File: config.mk
export PLATFORM = sky130hd
export DESIGN_NAME = demux8_reg
export DESIGN_NICKNAME = d
export VERILOG_FILES = /design/src/rtl/demux8_reg.sv
export SDC_FILE = /design/constraint.sdc
export NUM_CORES = 1
export LEC_CHECK = 0
export CORE_MARGIN = 2
export CORE_UTILIZATION = 45
export CTS_CLUSTER_DIAMETER = 60
export DETAILED_ROUTE_END_ITERATION = 12
export PLACE_DENSITY = 0.8
export SETUP_SLACK_MARGIN = 0.02
export SKIP_CTS_REPAIR_TIMING = 1
export SLEW_MARGIN = 20
export SYNTH_ARGS = -nofsm -noshare
export SYNTH_HDL_FRONTEND = slang
export SYNTH_SLANG_ARGS = --single-unit
File: constraint.sdc
create_clock -name clk -period 1.7 [get_ports clk]
set_clock_uncertainty 0.15 [all_clocks]
set_input_delay 0.255 -clock clk [delete_from_list [all_inputs] [get_ports clk]]
set_output_delay 0.255 -clock clk [all_outputs]
set_load 0.005 [all_outputs]
File: src/rtl/demux8_reg.sv
// demux8_reg: registered 1-to-8 bus demux with per-channel valid/ack; define DEMUX_STALL_CNT_EN to build the stall counter
module demux8_reg #(
   parameter int WIDTH = 8
) (
   input  logic               clk,
   input  logic               rst,
   input  logic [WIDTH-1:0]   in_data,
   input  logic [2:0]         in_sel,
   input  logic               in_valid,
   output logic               in_ready,
   output logic [8*WIDTH-1:0] out_data,
   output logic [7:0]         out_valid,
   input  logic [7:0]         out_ack,
   output logic [15:0]        stall_cnt
);
   logic [7:0]         r_valid;
   logic [8*WIDTH-1:0] r_data;
   logic [7:0]         w_load;
   assign in_ready  = ~r_valid[in_sel] | out_ack[in_sel];
   assign w_load    = (in_valid & in_ready) ? 8'd1 << in_sel : 8'd0;
   assign out_valid = r_valid;
   assign out_data  = r_data;
   always_ff @(posedge clk)
      r_valid <= rst ? 8'd0 : w_load | (r_valid & ~out_ack);
   for (genvar c = 0; c < 8; c++) begin : g_ch
      always_ff @(posedge clk)
         if (rst) r_data[c*WIDTH +: WIDTH] <= '0;
         else if (w_load[c]) r_data[c*WIDTH +: WIDTH] <= in_data;
   end
`ifdef DEMUX_STALL_CNT_EN
   logic [15:0] r_stall;
   always_ff @(posedge clk)
      if (rst) r_stall <= 16'd0;
      else if (in_valid & ~in_ready & ~&r_stall) r_stall <= r_stall + 16'd1;
   assign stall_cnt = r_stall;
`else
   assign stall_cnt = 16'd0;
`endif
endmodule

==> impl_metrics.toml <==
[synth]
synth_warnings = 0
synthArstFlopShare = 0
mappedNetlistArea_um2 = 3070
synth_cells = 363
proportion_of_synthesized_chip_area_in_sequential_cells = 0.469
yosys_register_bits = 72
yosys_most_used_dff = "dfxtp_1"
synth_enable_flop_cells = 0
yosysUniqueCellTypes = 23
syn_area_per_cell_um2 = 8.47

[timing]
final.period_utilization = 1.17
maxClockFrequency_mhz = 501
final-setup-viol-count = 10
grt_setup_unrepaired = "yes"
report.final.slew_viol_count = 0
post-route-min-period_ps = 2000
fin_ws_ps = -295
hold_viol_final = 0

[grt]
antenna_violations_before_repair = 0
grt_max_degree = 73
grt_first_pass_wirelength_um = 13800
grt_usage = 0.236
vias_in_the_first_global_route = 2757
gr-total-overflow = 0

[power_and_ir_drop]
leakage_nw = 1.74
net-switching-power_uw = 840
max-vdd-ir-drop_uv = 414
power_per_cell_area_nw_per_um2 = 828
netSwitchingFraction = 0.226
seq_power_share = 0.469
power.combinational.fraction = 0.100
internal_power_mw = 2.88
power_frac_clock = 0.431

[worst_hold_path]
kind_of_path_behind_the_tightest_hold_check = "input pin to register"
hold_depth = 3

[clock_network]
cts_tree = "done"
cts-root-to-sink-buffers = 2
path_clk_slew_ps = 80
cts_made_buffers = 9
cts_max_level = 3
cts_num_sinks = 72
clock-root-buffer = "clkbuf_8"
worstSkewPairLatency_ps = 340

[finish]
syn_to_final_growth_pct = 46.0
drive_gt1_frac = 0.159
num_antenna_cells = 0
postLayoutCellArea_um2 = 4490
post-route-util = 0.668
finalNetCount = 488

[setup_path]
critPathArrivalTime_ps = 1590
ff2ff_path_depth = 4
worst-path-max-fanout = 2
worst_setup_path_end_kind = "output port"
crit_type = "register to output port"
required_time_of_the_critical_path_ps = 1290
setup.worst_path.start_class = "register"

[die]
total_die_area_um2 = 7510
floorplan.initialDensity = 0.458
design.portCount = 111
width_of_the_die_um = 86.7
row_count = 30
chip_height_um = 86.7
area_of_the_core_um2 = 6720

[run]
max-cap-violations = 0

[detailed_routing]
route.detailed.wl_per_inst_um = 16.8
post_drt_via_cell_ratio = 5.68
drtPass1Iterations = 6
dr.first_iter.drc_count = 241
remaining_drc_errors = 0
vias = 3127
drt.antenna.violating_nets = 0
totalWireLength_um = 9240

[placed_design]
place_congestion = 0.773
hpwlAfterDp_um = 5970
numPortBuffers = 94
placedInstanceArea_um2 = 4170

[outcome]
status = "finished with violations"
failed_checks = "negative setup slack"
-- routing by layer --
metal	global-route usage	vias to the layer above	share of wire	routed length (µm)
met4	0.118	0	0.034	310
met5	0	-	0	0
li1	-	1479	-	-
met2	0.375	144	0.48	4450
met3	0.0467	32	0.064	592
met1	0.305	1472	0.42	3890
-- flip-flops by register name (all words and copies together), names as in the netlist --
signal / count
out_data: 64
out_valid: 8
-- kinds of logic (layout without fill, tap and decap cells) --
group,count (synthesis),after routing,synth area share
AND/OR/NAND/NOR,96,96,0.194
buffers and inverters,55,148,0.0965
flip-flops,72,72,0.469
AO/OA/AOI/OAI,136,136,0.221
multiplexers,3,3,0.0179
other,1,16,0.00122
-- stage by stage --
| stage | setup WS (ps) | setup TNS [ps] | instances | hold WS, ps | power [mW] |
|---|---|---|---|---|---|
| after global placement | -780 | -15110 | 535 | 312 | 2.13 |
| after CTS | -798 | -2070 | 551 | 239 | 3.71 |
| final | -295 | -1470 | 551 | 227 | 3.72 |
| after global routing | -350 | -2160 | 551 | 258 | 3.84 |
| after floorplan | 183 | 0 | 378 | 320 | 1.96 |
| after detailed placement | -780 | -18320 | 535 | 318 | 2.14 |
-- critical path, stage by stage, from the launching register on --
cell	delay, ps
dfxtp_2	330
nor2b_4	130
mux4_2	490
mux2i_1	160
buf_2	150
-- cells in the mapped netlist, types with 2 or more instances --
library cell  instances  area share
a21oi_1              72        0.12
dfxtp_1              72        0.47
nand3_1              64        0.10
o21ai_0              55       0.090
clkbuf_1             25       0.031
buf_4                22       0.054
o21ai_1               9       0.015
nand2b_1              8       0.016
nor2b_1               8       0.016
buf_2                 6      0.0098
and4b_1               3      0.0098
nand4b_1              3      0.0085
nand4bb_1             3       0.011
and4bb_2              2      0.0081
buf_1                 2      0.0024
mux4_2                2       0.015
-- final timing paths --
kind / startpoint / end / slack, ps
setup / recovery: out_valid[7] / in_ready / -300
hold / removal: rst / out_data[56] / 230
setup reg to reg: out_valid[0] / out_data[0] / 440
hold reg to reg: out_data[32] / out_data[32] / 330
-- cell type report --
class,instances,area [µm²]
flip-flops and latches,72,1450
multi-input cells,251,1430
repair buffers,132,1270
well taps,80,100
fillers,553,2230
clock inverters,6,108
clock buffers,10,128
-- cells in the final DEF (no fill, tap or decap) --
cell type,count
a21oi_1,72
and4_1,1
and4b_1,2
and4b_2,1
and4bb_1,1
and4bb_2,2
buf_12,1
buf_2,2
buf_4,36
buf_6,1
bufinv_16,3
clkbuf_1,1
clkbuf_8,9
clkdlybuf4s50_1,78
clkinv_2,2
clkinvlp_4,1
conb_1,16
dfxtp_1,64
dfxtp_2,8
dlymetal6s2s_1,14
mux2i_1,1
mux4_2,2
nand2b_1,8
nand3_1,64
nand4_1,1
nand4b_1,3
nand4bb_1,3
nor2b_1,2
nor2b_2,1
nor2b_4,5
nor4b_4,1
o21ai_0,54
o21ai_1,10
or4b_1,1
-- power by group through the flow --
stage	sequential (mW)	clock [mW]	combinational, mW
6_report	1.74	1.60	0.373
4_1_cts	1.74	1.61	0.364
5_1_grt	1.75	1.70	0.401
3_3_place_gp	1.78	0	0.354
2_1_floorplan	1.78	0	0.184
3_5_place_dp	1.78	0	0.362
Note: power is estimated with default switching activity, not from simulation.
